**src/rtl/int2fp_conv_pkg.sv**
```systemverilog
// Shared FP encoding definitions: field widths, packed single-precision
// layout and the converter state encoding.
package int2fp_conv_pkg;

  localparam int FP_BIAS   = 127;
  localparam int FP_EXP_W  = 8;
  localparam int FP_MANT_W = 23;

  // Exponent of a magnitude whose leading one sits in bit 31.
  localparam logic [FP_EXP_W-1:0] EXP_INIT = FP_EXP_W'(FP_BIAS + 31);

  typedef struct packed {
    logic                 sign;
    logic [FP_EXP_W-1:0]  exp;
    logic [FP_MANT_W-1:0] mant;
  } fp32_t;

  typedef enum logic [1:0] {
    IDLE,
    NORM,
    ROUND,
    DONE
  } conv_state_t;

endpackage

```
**src/rtl/int2fp_conv_if.sv**
```systemverilog
// Start/busy/done handshake and operand/result bus of the converter.
interface int2fp_conv_if;

  logic        start;
  logic [31:0] int_in;
  logic        is_signed;
  logic        busy;
  logic        done;
  logic [31:0] fp_result;
  logic        inexact;

  modport master (
    output start, int_in, is_signed,
    input  busy, done, fp_result, inexact
  );

  modport slave (
    input  start, int_in, is_signed,
    output busy, done, fp_result, inexact
  );

endinterface

```
**src/rtl/int2fp_conv_round.sv**
```systemverilog
// Round-to-nearest-even of a normalised 32-bit magnitude (leading one in
// bit 31) down to a 23-bit stored mantissa. Purely combinational.
module fp_round_rne
  import int2fp_conv_pkg::*;
(
  input  logic [31:0]          i_mag,
  input  logic [FP_EXP_W-1:0]  i_exp,
  output logic [FP_EXP_W-1:0]  o_exp,
  output logic [FP_MANT_W-1:0] o_mant,
  output logic                 o_inexact
);

  logic w_lsb;
  logic w_guard;
  logic w_sticky;
  logic w_round_up;
  logic w_carry;

  assign w_lsb      = i_mag[8];
  assign w_guard    = i_mag[7];
  assign w_sticky   = |i_mag[6:0];
  assign w_round_up = w_guard & (w_sticky | w_lsb);

  // An all-ones significand rolls over to the next binade: the stored
  // mantissa wraps to zero on its own and the exponent absorbs the carry.
  assign w_carry    = w_round_up & (&i_mag[31:8]);

  assign o_mant     = i_mag[30:8] + FP_MANT_W'(w_round_up);
  assign o_exp      = i_exp + FP_EXP_W'(w_carry);
  assign o_inexact  = w_guard | w_sticky;

endmodule

```
**src/rtl/int2fp_conv.sv**
```systemverilog
// Sequential 32-bit integer to IEEE-754 single converter. Captures the
// operand on start, left-normalises it up to NORM_STEP bits per cycle,
// rounds to nearest-even and presents a registered packed result.
module int2fp_conv
  import int2fp_conv_pkg::*;
#(
  parameter int NORM_STEP = 1   // legal: 1, 2, 4, 8
) (
  input  logic          clk,
  input  logic          n_rst,
  int2fp_conv_if.slave  bus
);

  conv_state_t         r_state;
  logic                r_sgn;
  logic [31:0]         r_mag;
  logic [FP_EXP_W-1:0] r_exp;
  logic                r_busy;
  logic                r_done;
  logic                r_inexact;
  fp32_t               r_result;

  logic                 w_in_sgn;
  logic                 w_top_zero;
  logic [FP_EXP_W-1:0]  w_rnd_exp;
  logic [FP_MANT_W-1:0] w_rnd_mant;
  logic                 w_rnd_inexact;

  assign w_in_sgn   = bus.is_signed & bus.int_in[31];
  // A wide shift is only safe when it cannot push a set bit out of the top.
  assign w_top_zero = (r_mag[31 -: NORM_STEP] == '0);

  fp_round_rne u_round (
    .i_mag     (r_mag),
    .i_exp     (r_exp),
    .o_exp     (w_rnd_exp),
    .o_mant    (w_rnd_mant),
    .o_inexact (w_rnd_inexact)
  );

  // Converter FSM with datapath and registered handshake/result outputs.
  always_ff @(posedge clk) begin
    // NOTE: non-blocking assignments so every register here samples the
    // values from before the edge, independent of statement order.
    if (!n_rst) begin
      r_state   <= IDLE;
      r_sgn     <= 1'b0;
      r_mag     <= '0;
      r_exp     <= '0;
      r_busy    <= 1'b0;
      r_done    <= 1'b0;
      r_inexact <= 1'b0;
      r_result  <= '0;
    end else begin
      case (r_state)
        IDLE: begin
          r_done <= 1'b0;
          if (bus.start) begin
            // -2^31 negates to itself, which is the correct magnitude.
            r_sgn   <= w_in_sgn;
            r_mag   <= w_in_sgn ? (~bus.int_in + 32'd1) : bus.int_in;
            r_exp   <= EXP_INIT;
            r_busy  <= 1'b1;
            r_state <= NORM;
          end
        end
        NORM: begin
          if (r_mag == '0) begin
            // Zero has no leading one; emit +0 regardless of input sign.
            r_result  <= '0;
            r_inexact <= 1'b0;
            r_done    <= 1'b1;
            r_state   <= DONE;
          end else if (r_mag[31]) begin
            r_state <= ROUND;
          end else if (w_top_zero) begin
            r_mag <= r_mag << NORM_STEP;
            r_exp <= r_exp - FP_EXP_W'(NORM_STEP);
          end else begin
            r_mag <= r_mag << 1;
            r_exp <= r_exp - FP_EXP_W'(1);
          end
        end
        ROUND: begin
          r_result  <= '{sign: r_sgn, exp: w_rnd_exp, mant: w_rnd_mant};
          r_inexact <= w_rnd_inexact;
          r_done    <= 1'b1;
          r_state   <= DONE;
        end
        DONE: begin
          r_done  <= 1'b0;
          r_busy  <= 1'b0;
          r_state <= IDLE;
        end
        default: begin
          r_done  <= 1'b0;
          r_busy  <= 1'b0;
          r_state <= IDLE;
        end
      endcase
    end
  end

  assign bus.busy      = r_busy;
  assign bus.done      = r_done;
  assign bus.fp_result = r_result;
  assign bus.inexact   = r_inexact;

endmodule

```
**src/flat_wrapper.sv**
```systemverilog
// flat-port wrapper written by rule: the top's interface ports become plain ports
module int2fp_conv_flat import int2fp_conv_pkg::*;
#(
  parameter int NORM_STEP = 1                       
)
  (clk, n_rst, bus_start, bus_int_in, bus_is_signed, bus_busy, bus_done, bus_fp_result, bus_inexact);
  int2fp_conv_if bus_i ();
  input  logic clk;
  input  logic n_rst;
  input wire logic [$bits(bus_i.start)-1:0] bus_start;
  input wire logic [$bits(bus_i.int_in)-1:0] bus_int_in;
  input wire logic [$bits(bus_i.is_signed)-1:0] bus_is_signed;
  output wire logic [$bits(bus_i.busy)-1:0] bus_busy;
  output wire logic [$bits(bus_i.done)-1:0] bus_done;
  output wire logic [$bits(bus_i.fp_result)-1:0] bus_fp_result;
  output wire logic [$bits(bus_i.inexact)-1:0] bus_inexact;
  assign bus_i.start = bus_start;
  assign bus_i.int_in = bus_int_in;
  assign bus_i.is_signed = bus_is_signed;
  assign bus_busy = bus_i.busy;
  assign bus_done = bus_i.done;
  assign bus_fp_result = bus_i.fp_result;
  assign bus_inexact = bus_i.inexact;
  int2fp_conv #(.NORM_STEP(NORM_STEP)) u_core (.clk(clk), .n_rst(n_rst), .bus(bus_i));
endmodule
```
**config.mk**
```make
export PLATFORM = sky130hd
export DESIGN_NAME = int2fp_conv_flat
export DESIGN_NICKNAME = d
export VERILOG_FILES = /design/src/rtl/int2fp_conv_pkg.sv /design/src/rtl/int2fp_conv_if.sv /design/src/rtl/int2fp_conv_round.sv /design/src/rtl/int2fp_conv.sv /design/src/flat_wrapper.sv
export SDC_FILE = /design/constraint.sdc
export NUM_CORES = 1
export LEC_CHECK = 0
export ABC_AREA = 1
export CELL_PAD_IN_SITES_DETAIL_PLACEMENT = 1
export CELL_PAD_IN_SITES_GLOBAL_PLACEMENT = 1
export CORE_MARGIN = 2
export CORE_UTILIZATION = 34
export DETAILED_ROUTE_END_ITERATION = 16
export GPL_ROUTABILITY_DRIVEN = 0
export HOLD_SLACK_MARGIN = 0.1
export MAX_ROUTING_LAYER = met4
export PLACE_DENSITY_LB_ADDON = 0.05
export SETUP_SLACK_MARGIN = 0.3
export SLEW_MARGIN = 20
export SYNTH_ARGS = -nofsm -noshare
export SYNTH_HDL_FRONTEND = slang
export SYNTH_SLANG_ARGS = --single-unit
```
**constraint.sdc**
```tcl
create_clock -name clk -period 2.2 [get_ports clk]
set_input_delay 0.44 -clock clk [delete_from_list [all_inputs] [get_ports clk]]
set_output_delay 0.44 -clock clk [all_outputs]
set_load 0.03 [all_outputs]
```
==> metrics.log, run 1 <==
[metrics] syn_nets: 993
[metrics] leakage power: around 3.6 nW
[metrics] Final Hold Vio Count: 0
[metrics] fraction of layout instances using a drive strength above 1: between 20% and 30%
[metrics] placed standard-cell area: approximately 7000 um2
[metrics] die span in y: approximately 130 um
[metrics] core area: 15310 um2
[metrics] final worst path period share: 97.74%
[metrics] Max rail drop VDD: ~650 uV
[metrics] global-route total usage across every layer: about a quarter
[metrics] setup repair after global routing missed its margin: true
[metrics] average wire length per cell after detail routing: 16.41 um
[metrics] clock-pin slew on the worst setup and hold paths: 0.06 ns
[metrics] Synth Register Bits: about 80
[metrics] post-route clock skew: between 0.005 and 0.006 ns
[metrics] maximum number of pins on one net before global-route repair: 38
[metrics] number of nets in the layout: ~1200
[metrics] worst-margin pin slew: approximately 0.51 ns
[metrics] terminus of the critical flop-to-flop path: u_core.bus.fp_result[27]$_SDFFE_PN0P_
[metrics] result of the run: completed
[metrics] number of antenna violations at the first check in global routing: 0
[metrics] total power draw: about 9 mW
[metrics] kind of start point of the critical path: flip-flop
[metrics] adder and majority cell fraction of the synthesized area: under 10%
[metrics] via count of the first global-routing pass: between 6000 and 7000
[metrics] post-synthesis cell count: roughly 950
[metrics] Slew Limit Fails: 0
[metrics] critical register-to-register path startpoint: u_core.r_mag[21]$_SDFFE_PN0P_
[metrics] length of the first detailed-routing pass in iterations: 4
[metrics] diodes inserted: 0
[metrics] proportion of synthesized area in mux cells: 0%
[metrics] power density over the cells: 1155 nW/um2
[metrics] die extent in x: about 130 um
[metrics] core utilization of the finished layout: about half
[metrics] Data arrival, critical path: about 2.4 ns
[metrics] cell at the root of the clock tree: sky130_fd_sc_hd__clkbuf_16
[metrics] Synth Area in Compound Gates: 11.79%
[metrics] number of rows in the core area: between 40 and 50
[metrics] synthesized area divided by synthesized cell count: roughly 5.7 um2
[metrics] number of buffers created by CTS: 9
[metrics] final standard cell area without fillers: approximately 7900 um2
[metrics] TritonCTS clock tree: done
[metrics] Synth Cell Area: around 5400 um2
[metrics] aggregate global routing overflow: 0
[metrics] final instance count without filler cells: approximately 1300
[metrics] highest metal used: met4
[metrics] hold-critical path endpoint: u_core.r_mag[0]$_SDFFE_PN0P_
[metrics] worst min-delay path class: primary input to flip-flop
[metrics] quantity of I/O buffers inserted on ports: 70
[metrics] Cells after DPL: around 1300
[metrics] amount of wire on met2 after detailed routing: 11020 um
[metrics] remaining routing DRC violations: 0
[metrics] First DRT Iteration DRCs: 397
[metrics] final critical path time including I/O delays and setup: between 2 and 2.5 ns
[metrics] register-to-register path setup slack: 0.05 ns
[metrics] xor and xnor area share after synthesis: less than 1%
[metrics] combinational family with the most area after synthesis: simple AND/OR/NAND/NOR gates
[metrics] Setup-failing EPs final: 0
[metrics] cell depth of the worst min-delay path: 3
[metrics] average via count per standard cell: between 5 and 6
[metrics] Achievable Freq: 465.1 MHz
[metrics] Initial Util: about a third
[metrics] relative slew slack: 65.78%
[metrics] number of distinct library cells after synthesis: 33
[metrics] area share of and/or/nand/nor cells after synthesis: a little under half
[metrics] synthesis-to-finish area growth: 46.26%
[metrics] DRT antenna net count: 0
[metrics] global-route wire length before repair: 32750 um
[metrics] sum of met3 wire segment lengths after detailed routing: 598 um
[metrics] HPWL after detailed placement: between 15000 and 20000 um
[metrics] number of levels the H-tree was split into: 3
[metrics] Crit. End Element: flip-flop
[metrics] die area: 16850 um2
[metrics] type of the worst setup path: flip-flop to flip-flop
[metrics] max-capacitance violation count: 0
[metrics] crit path max fanout: 2
[metrics] I/O pin count: 71
[metrics] Clock Path Buffers: 2
[metrics] startpoint of the lowest-slack hold path: bus_int_in[0]
[metrics] sequential share of the synthesized area: 29.02%
[metrics] final wirelength: 21770 um
[metrics] critical path data required time: 2.48 ns
[metrics] total clock sinks: 78
[metrics] clk_lat worst skew: around 0.34 ns
[metrics] total of warnings raised by yosys: 0
[metrics] worst-case reg-to-reg path depth: 11
[metrics] vias post-DR: roughly 6700
[metrics] length of routed wiring on met1: 9807 um
## per-stage QoR
step | TNS (ns) | hold WS [ns] | setup WS [ns]
after floorplan | 0 | 0.4360 | 0.2717
after global placement | -0.8626 | 0.4550 | -0.1478
after detailed placement | -1.883 | 0.4570 | -0.2280
after CTS | 0 | 0.4665 | 0.04683
after global routing | -0.2839 | 0.4336 | -0.1029
final | 0 | 0.4059 | 0.04974
## registers in the layout (all words and copies together) (netlist names)
register,flops
u_core.bus.inexact,1
u_core.r_exp,8
u_core.r_mag,32
u_core.bus.busy,1
u_core.r_state,2
u_core.bus.done,1
u_core.bus.fp_result,32
u_core.r_sgn,1
## cells in the final DEF (no fill, tap or decap), drive strengths merged, types with 6 or more instances in the layout
cell             n
nand4           13
a21oi           68
nor3             9
buf            115
nor2           188
o21ai           45
clkbuf          16
dfxtp           78
ha               9
xor2             6
inv             87
nand2          307
nand3           90
dlymetal6s2s    13
clkdlybuf4s50   56
## worst max-delay path, cell delays in order (launching register included)
cell                      delay, ns
sky130_fd_sc_hd__dfxtp_2       0.35
sky130_fd_sc_hd__nand2_2       0.07
sky130_fd_sc_hd__nor2_4        0.11
sky130_fd_sc_hd__nand4_1       0.13
sky130_fd_sc_hd__nor4_2        0.33
sky130_fd_sc_hd__ha_2          0.28
sky130_fd_sc_hd__ha_4          0.16
sky130_fd_sc_hd__nand2_4       0.06
sky130_fd_sc_hd__buf_4         0.16
sky130_fd_sc_hd__o21ai_0       0.27
sky130_fd_sc_hd__a21oi_2       0.09
sky130_fd_sc_hd__nor2_1        0.08
## synth_stat cells (all sizes together)
cell type,n,share of area [%]
o21ai,45,4.3
nand3b,1,0.14
a21boi,2,0.35
nand2,307,22
nor3,9,0.84
o21bai,1,0.14
a22oi,1,0.14
clkbuf,17,1.2
dfxtp,78,29
inv,87,6.1
o22ai,2,0.23
or2,2,0.23
nand3,90,8.6
nor2,188,13
a21oi,68,6.5
nor4,2,0.23
ha,9,2.1
nand4,13,1.5
xor2,6,0.98
buf,19,2.5
o211ai,1,0.14
## layout make-up
class                   count  area [um2]
clock inverters             3       17.52
clock buffers              13       261.5
repair buffers            187        1772
multi-input cells         747        3642
flip-flops and latches     78        1580
fillers                  2089        7446
inverters                  87       331.6
well taps                 211       264.0
## kinds of logic (layout without fill, tap and decap cells)
group / Yosys count / in the layout
AND/OR/NAND/NOR: 612 / 612
buffers and inverters: 123 / 290
AO/OA/AOI/OAI: 120 / 120
flip-flops: 78 / 78
adder cells (fa/ha/maj): 9 / 9
XOR/XNOR: 6 / 6
## worst max-delay path by stage
stage,startpoint,to,slack [ns],cells after the start
after detailed placement,bus_int_in[0],u_core.r_mag[18]$_SDFFE_PN0P_,-0.23,15
final,u_core.r_mag[21]$_SDFFE_PN0P_,u_core.bus.fp_result[27]$_SDFFE_PN0P_,0.05,11
after global routing,u_core.r_mag[12]$_SDFFE_PN0P_,u_core.bus.fp_result[29]$_SDFFE_PN0P_,-0.10,13
after floorplan,u_core.r_mag[10]$_SDFFE_PN0P_,u_core.bus.fp_result[29]$_SDFFE_PN0P_,0.27,13
after global placement,bus_int_in[0],u_core.r_mag[18]$_SDFFE_PN0P_,-0.15,15
after CTS,u_core.r_mag[21]$_SDFFE_PN0P_,u_core.bus.fp_result[29]$_SDFFE_PN0P_,0.05,13
## power breakdown
group / internal (mW) / switching, mW / leakage (nW)
registers: 1.91 / 0.370 / 0.644
clock network: 0.831 / 0.599 / 0.135
logic: 2.07 / 3.32 / 2.87
## per-layer routing
| layer | vias to the layer above | global-route usage [%] |
|---|---|---|
| met5 | - | - |
| met4 | 0 | 5.756 |
| met3 | 27 | 3.034 |
| met2 | 95 | 44.16 |
| met1 | 3277 | 31.67 |
| li1 | 3344 | - |
## repair_timing
action,in CTS,in global routing
endpoints found under the setup margin,27,72
setup buffers,11,13
gates resized for setup,20,107
hold buffers,0,0
gates cloned,1,4
pin swaps,10,38
Note: power is estimated with default switching activity, not from simulation.
==> inputs of run 2 (changes only) <==
--- a/config.mk
+++ b/config.mk
@@ -9,13 +9,14 @@
 export CELL_PAD_IN_SITES_DETAIL_PLACEMENT = 1
 export CELL_PAD_IN_SITES_GLOBAL_PLACEMENT = 1
 export CORE_MARGIN = 2
-export CORE_UTILIZATION = 34
+export CORE_UTILIZATION = 35
+export CTS_BUF_LIST = sky130_fd_sc_hd__clkbuf_8
 export DETAILED_ROUTE_END_ITERATION = 16
 export GPL_ROUTABILITY_DRIVEN = 0
 export HOLD_SLACK_MARGIN = 0.1
 export MAX_ROUTING_LAYER = met4
 export PLACE_DENSITY_LB_ADDON = 0.05
-export SETUP_SLACK_MARGIN = 0.3
+export SETUP_SLACK_MARGIN = 0.2
 export SLEW_MARGIN = 20
 export SYNTH_ARGS = -nofsm -noshare
 export SYNTH_HDL_FRONTEND = slang
==> run 2 against run 1 <==
Compared with the run above: the run now ends with negative setup slack left; die area decreased by 2.8%; sequential share of layout area is 1.1 points higher; final cell count is 2.9% lower; largest power group unchanged; fmax shrank 3.3%; first-iteration DRC count down 11%; setup slack got worse by 0.074 ns.
==> metrics.log, run 2 (same netlist as run 1, synthesis figures left out) <==
[metrics] number of buffers created by CTS: 9
[metrics] die span in y: roughly 130 um
[metrics] average via count per standard cell: between 5 and 6
[metrics] terminus of the critical flop-to-flop path: u_core.bus.fp_result[22]$_SDFFE_PN0P_
[metrics] Crit path depth: 19
[metrics] average wire length per cell after detail routing: between 15 and 20 um
[metrics] Setup-failing EPs final: 1
[metrics] vias post-DR: 6557
[metrics] Final Hold Vio Count: 0
[metrics] type of the worst setup path: flip-flop to flip-flop
[metrics] Crit. End Element: flip-flop
[metrics] final critical path time including I/O delays and setup: roughly 2.2 ns
[metrics] synthesis-to-finish area growth: 38.07%
[metrics] cell at the slowest stage of the critical path: sky130_fd_sc_hd__dfxtp_2
[metrics] PnR worst setup slack: -0.02381 ns
[metrics] failing checks: negative setup slack
[metrics] total clock sinks: 78
[metrics] worst setup path end: u_core.bus.fp_result[22]$_SDFFE_PN0P_
[metrics] Slew Limit Fails: 0
[metrics] critical path data required time: approximately 2.5 ns
[metrics] worst-case reg-to-reg path depth: 19
[metrics] part of the power in registers: between 20% and 30%
[metrics] critical path cell sequence: nand2_2, nor2_4, buf_4, buf_6, buf_4, buf_4, buf_4, buf_6, buf_6, buf_6, buf_6, buf_6, buf_6, nand2_4, nor2_4, nand2_1, nand2_1, nand3_1, a21oi_1
[metrics] worst-margin pin slew: about 0.55 ns
[metrics] Max rail drop VDD: around 800 uV
[metrics] critical register-to-register path startpoint: u_core.r_mag[18]$_SDFFE_PN0P_
[metrics] DRT antenna net count: 0
[metrics] register-to-register path setup slack: -0.02 ns
[metrics] max-capacitance violation count: 0
[metrics] crit path max fanout: 3
[metrics] final wirelength: around 20000 um
[metrics] core area: 15090 um2
[metrics] family with the most delay on the worst path: buffers and inverters
[metrics] part of the power in the clock network: approximately 15%
[metrics] cell depth of the worst min-delay path: 3
[metrics] number of rows in the core area: 45
[metrics] cell seen most often among critical-path stages: sky130_fd_sc_hd__buf_6
[metrics] number of nets in the layout: 1140
[metrics] largest stage delay on the critical path: roughly 0.33 ns
[metrics] length of the first detailed-routing pass in iterations: 4
[metrics] HPWL after detailed placement: 15290 um
[metrics] final instance count without filler cells: between 1000 and 1500
[metrics] number of hold buffers added after cts: 0
[metrics] leakage power: ~3.4 nW
[metrics] Initial Util: 35.66%
[metrics] via count of the first global-routing pass: around 6700
[metrics] relative slew slack: about 63%
[metrics] met2 Use GR: 44.42%
[metrics] First DRT Iteration DRCs: between 300 and 400
[metrics] post-route clock skew: about 0.011 ns
[metrics] switching part of the total power: 47.58%
[metrics] part of the total power dissipated in combinational logic: a little under 60%
[metrics] setup repair after global routing missed its margin: true
[metrics] cell at the root of the clock tree: sky130_fd_sc_hd__clkbuf_8
[metrics] global-route wire length before repair: 32690 um
[metrics] fraction of layout instances using a drive strength above 1: between 10% and 20%
[metrics] power density over the cells: roughly 1100 nW/um2
[metrics] most common cell after layout, fill and taps aside: sky130_fd_sc_hd__nand2_1
[metrics] TritonCTS clock tree: done
[metrics] met1 layer usage reported by global route: 31.94%
[metrics] number of levels the H-tree was split into: 3
[metrics] Cells after DPL: between 1000 and 1500
[metrics] aggregate global routing overflow: 0
[metrics] clk_lat worst skew: ~0.37 ns
[metrics] final standard cell area without fillers: 7428 um2
[metrics] kind of start point of the critical path: flip-flop
[metrics] die extent in x: roughly 130 um
[metrics] global-route total usage across every layer: 25.76%
[metrics] layer with the highest usage after global routing: met2
[metrics] Achievable Freq: about 450 MHz
[metrics] Data arrival, critical path: about 2.5 ns
[metrics] worst setup path startpoint: u_core.r_mag[18]$_SDFFE_PN0P_
[metrics] number of buffers and inverters on the critical path: 11
[metrics] Power Internal: ~4.3 mW
[metrics] remaining routing DRC violations: 0
[metrics] Clock Path Buffers: 2
[metrics] worst min-delay path class: primary input to flip-flop
[metrics] worst slack after detailed placement: -0.2514 ns
[metrics] commonest cells after routing, fill and taps aside: sky130_fd_sc_hd__nand2_1, sky130_fd_sc_hd__nor2_1, sky130_fd_sc_hd__buf_4
[metrics] met3 Track Usage GR: under 10%
[metrics] maximum number of pins on one net before global-route repair: 38
[metrics] result of the run: finished with violations
[metrics] diodes inserted: 0
[metrics] quantity of I/O buffers inserted on ports: 70
[metrics] number of antenna violations at the first check in global routing: 0
[metrics] final worst path period share: 101.1%
[metrics] startpoint of the lowest-slack hold path: bus_int_in[0]
[metrics] total power draw: roughly 8.3 mW
[metrics] switching power total: just under 4 mW
[metrics] clock-pin slew on the worst setup and hold paths: roughly 0.09 ns
[metrics] I/O pin count: 71
[metrics] placed standard-cell area: around 7000 um2
[metrics] die area: approximately 16000 um2
-- run 2: worst min-delay path by stage --
| stage | end | slack, ns |
|---|---|---|
| final | u_core.r_mag[0]$_SDFFE_PN0P_ | 0.41 |
| after global routing | u_core.r_mag[0]$_SDFFE_PN0P_ | 0.42 |
| after CTS | u_core.bus.fp_result[17]$_SDFFE_PN0P_ | 0.47 |
| after global placement | u_core.bus.fp_result[9]$_SDFFE_PN0P_ | 0.45 |
| after floorplan | u_core.bus.fp_result[31]$_SDFFE_PN0P_ | 0.44 |
| after detailed placement | u_core.bus.fp_result[17]$_SDFFE_PN0P_ | 0.45 |
-- run 2: cell type report --
| type | instances | area [um2] |
|---|---|---|
| Tap cell | 188 | 235.2 |
| Fill cell | 2077 | 7661 |
| Clock buffer | 10 | 137.6 |
| Clock inverter | 6 | 77.57 |
| Inverter | 87 | 329.1 |
| Sequential cell | 78 | 1573 |
| Multi-Input combinational cell | 747 | 3528 |
| Timing Repair Buffer | 172 | 1548 |
-- run 2: routing by layer --
| metal | wire, um | share of wire (%) | up-vias |
|---|---|---|---|
| met3 | 520 | 2.6 | 27 |
| met4 | 342 | 1.7 | 0 |
| met2 | 9916 | 49 | 82 |
| met1 | 9271 | 46 | 3141 |
| li1 | - | - | 3307 |
| met5 | 0 | 0 | - |
-- run 2: power groups by stage --
stage | logic, mW | registers [mW] | clock network, mW
5_1_grt | 5.42 | 2.29 | 1.31
3_3_place_gp | 4.55 | 2.21 | 0
2_1_floorplan | 2.64 | 2.53 | 0
4_1_cts | 4.69 | 2.21 | 1.25
3_5_place_dp | 4.63 | 2.22 | 0
6_report | 4.83 | 2.23 | 1.22
-- run 2: worst reg2reg max path, cell delays in order (launching register included) --
cell and delay (ns):
sky130_fd_sc_hd__dfxtp_2 0.33, sky130_fd_sc_hd__nand2_2 0.10, sky130_fd_sc_hd__nor2_4 0.05, sky130_fd_sc_hd__buf_4 0.13
sky130_fd_sc_hd__buf_6 0.11, sky130_fd_sc_hd__buf_4 0.12, sky130_fd_sc_hd__buf_4 0.12, sky130_fd_sc_hd__buf_4 0.12
sky130_fd_sc_hd__buf_6 0.11, sky130_fd_sc_hd__buf_6 0.10, sky130_fd_sc_hd__buf_6 0.11, sky130_fd_sc_hd__buf_6 0.11
sky130_fd_sc_hd__buf_6 0.11, sky130_fd_sc_hd__buf_6 0.12, sky130_fd_sc_hd__nand2_4 0.08, sky130_fd_sc_hd__nor2_4 0.04
sky130_fd_sc_hd__nand2_1 0.06, sky130_fd_sc_hd__nand2_1 0.06, sky130_fd_sc_hd__nand3_1 0.07, sky130_fd_sc_hd__a21oi_1 0.06
-- run 2: per-stage QoR --
step                      util [%]  TNS [ns]  hold slack, ns
after CTS                    47.87  -0.04756          0.4668
after global routing         49.23   -0.6691          0.4171
final                        49.23  -0.02381          0.4077
after detailed placement     45.32    -1.901          0.4548
after global placement       45.32    -1.278          0.4512
after floorplan                  -         0          0.4360
-- run 2: timing repair --
action | CTS | global route
resized for setup | 29 | 50
endpoints found under the setup margin | 12 | 70
pin swaps | 18 | 19
buffers inserted | 9 | 3
gates cloned | 0 | 1
==> patch, RTL diff (flow settings as in run 1) <==
The 4 states of `conv_state_t` get a one-hot encoding in 4 bits.
--- a/src/rtl/int2fp_conv_pkg.sv
+++ b/src/rtl/int2fp_conv_pkg.sv
@@ -15,11 +15,11 @@
     logic [FP_MANT_W-1:0] mant;
   } fp32_t;
 
-  typedef enum logic [1:0] {
-    IDLE,
-    NORM,
-    ROUND,
-    DONE
+  typedef enum logic [3:0] {
+    IDLE  = 4'b0001,
+    NORM  = 4'b0010,
+    ROUND = 4'b0100,
+    DONE  = 4'b1000
   } conv_state_t;
 
 endpackage
Check against the original RTL: no difference found for any inputs over 4 cycles, from zero or initial values and one cycle with n_rst low; so few cycles prove little.
==> patch against run 1 <==
  * Combinational power decreased by 47%
  * Die area decreased by 3.3%
  * Design area down 3.8%
  * Total power decreased by 33%
  * Sequential cell count is 2 higher
  * Wire length down 7.5%
  * Largest power group unchanged
  * Count of clock-buffer cells in the layout decreased by 3
  * Critical path type unchanged
  * Area after synthesis shrank 3.4%
  * Setup slack improved by 1.1 ps
  * Clock skew is 4.9 ps higher
  * Critical path depth unchanged
==> patch: results (changes against run 1) <==
* DRC viols at 0 (unchanged)
* Synthesized-area fraction occupied by adder cells at 0.01203 (-0.008897)
* Synth Instances at 882 (-7.0%)
* Tot GR Track Use at 0.2431 (-0.01111)
* Post-synth top cells: 265 x nand2_1, 149 x nor2_1, 82 x inv_1
* Worst Skew at 10.25 ps (+4.931 ps)
* P_sw at 2.520 mW (-41%)
* Final layout net count at 1079 (-6.6%)
* ANT cells at 0 (unchanged)
* IO Port Bufs at 70 (unchanged)
* Post-synth cell types at 40 (+21%)
* Yosys warnings at 0 (unchanged)
* Hpwl dp at 14830 um (-3.6%)
* Status: complete, no violations
* First-pass GRT wire length at 31190 um (-4.8%)
* Worst vdd ir at 0.3958 mV (-39%)
* Most used DFF post-synth: dfxtp_1
* Share of layout cells above drive strength 1 at 0.2426 (+0.03719)
* Fill cells at 2007 (-3.9%)
* Area contributors post-synth: dfxtp_1 31%, nand2_1 19%, nor2_1 11%, nand3_1 6.9%, a21oi_1 6.6%
* Post-synthesis mux area share at 0 (unchanged)
* Routed WL at 20130 um (-7.5%)
* Initial core utilization at 0.3445 (-0.006780)
* Register area share after synthesis at 0.3081 (+0.01783)
* Final period utilization at 0.9769 (about the same)
* Worst EP arrival at 2370 ps (-60 ps)
* HP Class: reg -> reg
* Worst-Margin Slew at 456.7 ps (-54.76 ps)
* CP dominant cell by count: nand4_1
* Via count at 6257 (-7.2%)
* Pleak at 3.229 nW (-11%)
* XOR/XNOR share of the synthesized area at 0.006739 (-0.003029)
* Crit path max fanout at 3 (+1)
* First DRT Iteration DRCs at 285 (-28%)
* Largest net degree at the start of global routing at 45 (+18%)
* Clock tree buffer depth at 2 (unchanged)
* Mapped Nets at 923 (-7.0%)
* R2R Setup Slk at 50 ps
* Place WS at -149.6 ps (+78.36 ps)
* CTS root buf: clkbuf_16
* Clk Latency, worst-skew pair at 340 ps (about the same)
* CP peak stage delay at 330 ps (-20 ps)
* Non-filler cells, final at 1231 (-7.2%)
* H-tree levels at 3 (unchanged)
* Compound-Gate Fraction of Synth Area at 0.1432 (+0.02529)
* Reg clk slew, reported paths at 60 ps (about the same)
* Slowest cell on crit path: dfxtp_2
[patch: logic make-up (layout without fill, tap and decap cells)]
family,after synthesis,count (layout)
flops,80,80
fa+ha+maj,5,5
simple gates,536,536
compound gates,139,139
xor+xnor,4,4
buf+inv,118,279
[patch: per-stage QoR]
step	power [mW]	hold slack, ps	instance area (um^2)
after floorplan	3.310	442.2	5244
after global placement	4.194	448.4	6706
after detailed placement	4.266	455.9	6706
after CTS	5.719	465.5	7104
after global routing	6.497	483.1	7566
final	6.100	462.8	7566
[patch: final timing paths]
| path | from | end | cells past startpoint |
|---|---|---|---|
| setup / recovery | u_core.r_mag[9]$_SDFFE_PN0P_ | u_core.bus.fp_result[30]$_SDFFE_PN0P_ | 11 |
| setup reg to reg | u_core.r_mag[9]$_SDFFE_PN0P_ | u_core.bus.fp_result[30]$_SDFFE_PN0P_ | 11 |
| hold reg to reg | u_core.bus.fp_result[12]$_SDFFE_PN0P_ | u_core.bus.fp_result[12]$_SDFFE_PN0P_ | 2 |
| hold / removal | u_core.bus.fp_result[12]$_SDFFE_PN0P_ | u_core.bus.fp_result[12]$_SDFFE_PN0P_ | 2 |
[patch: timing repair]
action,4_1_cts,5_1_grt
setup endpoints to repair,29,74
setup buffers,6,12
gates cloned,0,2
resized for setup,31,128
hold buffers,0,0
hold endpoints to repair,0,0
pin swaps,16,37
[patch: metal layers]
layer | GRT usage | wire, um | up-vias
met5 | - | 0 | -
met3 | 0.02546 | 579 | 12
met2 | 0.3998 | 9787 | 101
met1 | 0.3234 | 9567 | 2991
met4 | 0.05624 | 196 | 0
li1 | - | - | 3153
[patch: area by class of cell]
| type | instances | area share |
|---|---|---|
| clock inverter | 6 | 0.004796 |
| clock buffer | 10 | 0.03026 |
| inverter | 85 | 0.04267 |
| tap | 188 | 0.03109 |
| timing repair buffer | 178 | 0.2153 |
| sequential | 80 | 0.2142 |
| multi-input combinational | 684 | 0.4617 |
[patch: critical path: cells and delay by family (launching register included)]
| kind | cells | cell delay, ps |
|---|---|---|
| flip-flops | 1 | 330 |
| buffers and inverters | 2 | 180 |
| AO/OA/AOI/OAI | 2 | 350 |
| AND/OR/NAND/NOR | 6 | 880 |
| adder cells (fa/ha/maj) | 1 | 280 |
[patch: power by group through the flow]
| stage | registers [mW] | logic [mW] | clock network [mW] |
|---|---|---|---|
| 4_1_cts | 1.87 | 2.45 | 1.39 |
| 3_5_place_dp | 1.90 | 2.37 | 0 |
| 3_3_place_gp | 1.88 | 2.31 | 0 |
| 2_1_floorplan | 1.93 | 1.38 | 0 |
| 5_1_grt | 1.92 | 3.12 | 1.46 |
| 6_report | 1.89 | 2.84 | 1.37 |
